[src/rtl/game_input_pkg.sv]
// Shared constants for the game input block: button indices, debounce
// state encoding and default timing parameters.
package GamePkg;

  localparam int NUM_BTN    = 7;
  localparam int BTN_RIGHT  = 0;
  localparam int BTN_LEFT   = 1;
  localparam int BTN_JUMP   = 2;
  localparam int BTN_SQUAT  = 3;
  localparam int BTN_ATTACK = 4;
  localparam int BTN_DEFEND = 5;
  localparam int BTN_SELECT = 6;

  localparam int DEB_CYCLES_DEF = 500000;
  localparam int CD_CYCLES_DEF  = 25000000;

  typedef enum logic [1:0] {
    IDLE       = 2'd0,
    PRESS_WAIT = 2'd1,
    HELD       = 2'd2,
    REL_WAIT   = 2'd3
  } deb_state_t;

endpackage

[src/rtl/game_input_btn_debounce.sv]
// Single-button synchronizer + debounce FSM. The first sync flop captures the
// inverted raw pin so a cleared flop always reads as "not pressed".
module btn_debounce
  import GamePkg::*;
#(
  parameter int DEB_CYCLES = DEB_CYCLES_DEF
) (
  input  logic clk,
  input  logic rst_n,
  input  logic btn_n,
  output logic level
);

  localparam int CW = $clog2(DEB_CYCLES + 1);
  localparam logic [CW-1:0] CNT_LAST = CW'(DEB_CYCLES - 1);
  localparam logic [CW-1:0] CNT_ONE  = CW'(1);

  logic [1:0]    sync;
  logic          hi;
  deb_state_t    state;
  logic [CW-1:0] cnt;

  assign hi    = sync[1];
  assign level = (state == HELD) || (state == REL_WAIT);

  // The transition-into-wait cycle already counts as the first stable cycle.
  always_ff @(posedge clk or negedge rst_n) begin
    if (!rst_n) begin
      sync  <= '0;
      state <= IDLE;
      cnt   <= '0;
    end else begin
      sync <= {sync[0], ~btn_n};
      case (state)
        IDLE: if (hi) begin
          state <= PRESS_WAIT;
          cnt   <= CNT_ONE;
        end
        PRESS_WAIT: begin
          if (!hi) begin
            state <= IDLE;
            cnt   <= '0;
          end else if (cnt >= CNT_LAST) begin
            state <= HELD;
            cnt   <= '0;
          end else begin
            cnt <= cnt + 1'b1;
          end
        end
        HELD: if (!hi) begin
          state <= REL_WAIT;
          cnt   <= CNT_ONE;
        end
        REL_WAIT: begin
          if (hi) begin
            state <= HELD;
            cnt   <= '0;
          end else if (cnt >= CNT_LAST) begin
            state <= IDLE;
            cnt   <= '0;
          end else begin
            cnt <= cnt + 1'b1;
          end
        end
        default: begin
          state <= IDLE;
          cnt   <= '0;
        end
      endcase
    end
  end

endmodule

[src/rtl/game_input.sv]
// Game controller input front end: per-button debounce, hold-level gating and
// press pulses. Define GAME_INPUT_ATTACK_COOLDOWN_EN to rate-limit o_attack.
module game_input
  import GamePkg::*;
#(
  parameter int DEB_CYCLES = DEB_CYCLES_DEF,
  parameter int CD_CYCLES  = CD_CYCLES_DEF
) (
  input  logic       clk,
  input  logic       rst_n,
  input  logic [6:0] i_btn_n,
  input  logic       i_is_gaming,
  output logic       o_right,
  output logic       o_left,
  output logic       o_squat,
  output logic       o_defend,
  output logic       o_jump,
  output logic       o_attack,
  output logic       o_select
);

  logic [NUM_BTN-1:0] lvl;
  logic [2:0]         plvl, plvl_q, rise;
  logic               atk_ok, atk_fire;

  for (genvar g = 0; g < NUM_BTN; g++) begin : g_deb
    btn_debounce #(.DEB_CYCLES(DEB_CYCLES)) u_deb (
      .clk   (clk),
      .rst_n (rst_n),
      .btn_n (i_btn_n[g]),
      .level (lvl[g])
    );
  end

  // Opposing directions cancel rather than picking a winner.
  assign o_right  = lvl[BTN_RIGHT] & ~lvl[BTN_LEFT] & i_is_gaming;
  assign o_left   = lvl[BTN_LEFT] & ~lvl[BTN_RIGHT] & i_is_gaming;
  assign o_squat  = lvl[BTN_SQUAT] & i_is_gaming;
  assign o_defend = lvl[BTN_DEFEND] & i_is_gaming;

  // Edge history tracks every cycle so edges seen while not gaming are consumed.
  assign plvl     = {lvl[BTN_SELECT], lvl[BTN_ATTACK], lvl[BTN_JUMP]};
  assign rise     = plvl & ~plvl_q;
  assign atk_fire = rise[1] & i_is_gaming & atk_ok;

`ifdef GAME_INPUT_ATTACK_COOLDOWN_EN
  localparam int CDW = $clog2(CD_CYCLES + 1);
  logic [CDW-1:0] cd_cnt;

  assign atk_ok = (cd_cnt == '0);

  always_ff @(posedge clk or negedge rst_n) begin
    if (!rst_n)              cd_cnt <= '0;
    else if (!i_is_gaming)   cd_cnt <= '0;
    else if (atk_fire)       cd_cnt <= CDW'(CD_CYCLES - 1);
    else if (cd_cnt != '0)   cd_cnt <= cd_cnt - 1'b1;
  end
`else
  assign atk_ok = 1'b1;
`endif

  always_ff @(posedge clk or negedge rst_n) begin
    if (!rst_n) begin
      plvl_q   <= '0;
      o_jump   <= 1'b0;
      o_attack <= 1'b0;
      o_select <= 1'b0;
    end else begin
      plvl_q   <= plvl;
      o_jump   <= rise[0] & i_is_gaming;
      o_attack <= atk_fire;
      o_select <= rise[2];
    end
  end

endmodule

[config.mk]
export PLATFORM = sky130hd
export DESIGN_NAME = game_input
export DESIGN_NICKNAME = d
export VERILOG_FILES = /design/src/rtl/game_input_pkg.sv /design/src/rtl/game_input_btn_debounce.sv /design/src/rtl/game_input.sv
export SDC_FILE = /design/constraint.sdc
export NUM_CORES = 1
export LEC_CHECK = 0
export ABC_AREA = 1
export BUFFER_PORTS_ARGS = -buffer_cell sky130_fd_sc_hd__buf_4
export CORE_UTILIZATION = 50
export DETAILED_ROUTE_END_ITERATION = 10
export PLACE_DENSITY = 0.79
export SYNTH_ARGS = -nofsm -noshare
export SYNTH_HDL_FRONTEND = slang
export SYNTH_SLANG_ARGS = --single-unit
export TNS_END_PERCENT = 20
[constraint.sdc]
create_clock -name clk -period 1.47 [get_ports clk]
set_input_delay 0.147 -clock clk [delete_from_list [all_inputs] [get_ports clk]]
set_output_delay 0.147 -clock clk [all_outputs]
set_load 0.01 [all_outputs]
==> impl_results.md <==
* TritonCTS clock tree: yes
* Leakage at 5.777 nW
* CP arrival at 2.17 ns
* Cell count after placement at 1702
* Antenna Nets Post-Route at 0
* Register area share after synthesis at 43.35%
* Post-synthesis cell count at 1264
* Failing checks: design-rule violations, negative setup slack
* IO Pins at 17
* Async set-or-reset flop fraction in the synthesized netlist at 100.0%
* Vias in the first global route at 9640
* Pwr dens at 1193 mW/mm2
* Worst setup path startpoint: g_deb[4].u_deb.cnt[11]
* DRT iter0 DRCs at 673
* Clk slew on worst S/H paths at 0.07 ns
* Post-synthesis cell area at 0.009639 mm2
* Most common cell in the netlist: nand2_1
* Vias per inst at 5.561
* NetSw at 5.851 mW
* Root Driver: clkbuf_16
* Syn Nets at 1281
* Pin count of the biggest net entering global routing at 48
* Min-delay worst type: primary input to register
* Synth cell count leaders: 300 x nand2_1, 177 x inv_1, 167 x dfrtp_1
* Netlist cell types at 45
* CTS buffer count at 17
* Die width at 140.8 um
* Routed WL per cell at 15.83 um
* Switching share of power at 37.05%
* VDD IR max at 1080 uV
* Worst slew margin at 59.90%
* Yosys warning count at 0
* Setup violations, final at 98
* CTS HTree Levels at 4
* Number of synthesized flops with an enable pin at 0
* Final hold vios at 0
* Layout cells sized above 1 at 32.65%
* DRC viols at 1
* Vias post-DR at 9876
* Pre-CTS setup slack at -0.1407 ns
* Initial core utilization at 51.19%
* Total core area at 0.01883 mm2
* Clock sink count at 167
* IO buf count at 16
* Worst Min Path Start: i_is_gaming
* Clock power share at 28.0%
* Critical path required time at 1.79 ns
* Die ar. at 0.01984 mm2
* 1st-pass router iterations at 10
* Maximum clock path buffer count at 2
* Worst reg2reg path startpoint: g_deb[4].u_deb.cnt[11]
* Tmin final at 1.853 ns
* Post-synthesis register bit count at 167
* Total gr overflow at 0
* Final wirelength at 28110 um
* Ant diodes at 0
* Pint at 9.940 mW
* Gpl congestion at 0.9872
* Type of the worst setup path: register to register
* Comb pwr share at 36.5%
* Count of final max-slew check failures at 0
* DPL Wire Length at 16720 um
* CP max FO at 5
* Synth top area share at 43.35%
* Final worst-path cycle share at 126.0%
* Num rows at 50
* Synthesized area per cell at 7.626 um2
* Design Area, Final at 0.01324 mm2
* Die Height at 140.8 um
* Critical path startpoint category: register
* Critical Path Sink Type: register
* DP Area at 0.01137 mm2
* Fmax at 539.8 MHz
* Final std cells w/o fill at 1776
* First-pass GRT wire length at 43250 um
* Initial antenna violation count at 0
* Slew @ Worst Pin at 0.6009 ns
* Total GRT Usage at 26.97%
* Outcome: complete, but fails checks
* Final Skew at 0.007477 ns
* RSZ-0062 raised after global routing: yes
* Main synth FF type: dfrtp_1
* Worst-Skew Late Latency at 0.44 ns
* Top post-synthesis cells by area: dfrtp_1 43%, nand2_1 12%, inv_1 6.9%, nor2_1 5.5%, xor2_1 4.6%
* Area grow syn2layout at 37.32%
* MaxCap Viol Count at 0
* Seq pwr share at 35.5%
* Final setup margin at -0.3825 ns
* Cell taking the most area after synthesis: dfrtp_1
* NumNets Final at 1520
## critical path: stages, from the launching register on
cell	delay [ns]
dfrtp_1	0.40
buf_4	0.17
inv_1	0.08
nand4_1	0.11
nor2_1	0.35
nand3_4	0.23
nand4_4	0.18
nor2_2	0.05
nand2_1	0.08
nand2_1	0.08
## layout by cell type (no fill, tap or decap), types with 32 or more instances in the layout
cell       n
nor2_2    42
nand3_1   57
inv_1    165
o22ai_1   37
nand2_1  270
xor2_1    50
buf_4    209
o21ai_0   32
nand4_1   52
nor2_1    98
o22ai_2   34
dfrtp_1  159
## kinds of logic after synthesis
kind of cell             Yosys count  synth area share (%)
AND/OR/NAND/NOR                  659                 31.04
buffers and inverters            202                 8.554
AO/OA/AOI/OAI                    167                 10.51
flip-flops                       167                 43.35
XOR/XNOR                          62                 5.633
adder cells (fa/ha/maj)            7                0.9086
## per-stage QoR
step	hold slack [ns]	TNS, ns	power (mW)	utilization (%)
after floorplan	-0.1486	-0.7920	8.192	-
after global placement	0.08887	-2.658	9.840	60.40
after detailed placement	0.09181	-7.201	9.995	60.40
after CTS	0.0001154	-2.778	15.10	66.70
after global routing	0.02808	-22.32	16.54	70.29
final	0.01498	-10.65	15.79	70.29
## area by class of cell
| class | count | area [um2] |
|---|---|---|
| inverter | 181 | 694.4 |
| fill | 1288 | 5594 |
| timing repair buffer | 236 | 1892 |
| sequential | 167 | 4189 |
| clock buffer | 23 | 478.0 |
| tap | 260 | 325.3 |
| clock inverter | 9 | 92.59 |
| multi-input combinational | 900 | 5565 |
## registers in the layout (all words and copies together), names as in the netlist, named ones only
register and flops:
g_deb.u_deb.cnt 133, g_deb.u_deb.state 7, g_deb.u_deb.sync 14, o_attack 1
o_jump 1, o_select 1, plvl_q 3
## metal layers
layer  vias to the layer above  routed length, um  track usage [%]
met5                         -                  0                0
met4                         0               1210            13.27
met3                       132               1472            4.144
met2                       388              14110            47.19
met1                      4721              11320            32.47
li1                       4635                  -                -
## final timing paths
kind,end,slack [ns],depth (start not counted)
min reg2reg,g_deb[3].u_deb.sync[1],0.35,0
max,g_deb[4].u_deb.cnt[13],-0.38,9
min,o_attack,0.01,3
max reg2reg,g_deb[4].u_deb.cnt[13],-0.38,9
max in group asynchronous,g_deb[0].u_deb.cnt[2],0.65,3
min in group asynchronous,g_deb[6].u_deb.cnt[4],0.18,2
## power by group through the flow
stage                     registers, mW  clock network, mW  logic [mW]
final                              5.61               4.41        5.77
after global routing               5.68               4.63        6.23
after CTS                          5.55               4.46        5.09
after detailed placement           5.60                  0        4.39
after global placement             5.57                  0        4.27
after floorplan                    5.59                  0        2.60
## what timing repair did
item | in CTS | in global routing
endpoints found under the setup margin | 140 | 145
hold buffers | 8 | 0
pin swaps | 27 | 49
cloned | 5 | 2
setup buffers | 17 | 10
resized for setup | 91 | 159
hold endpoints to repair | 81 | 0
(Power assumes the default switching activity.)
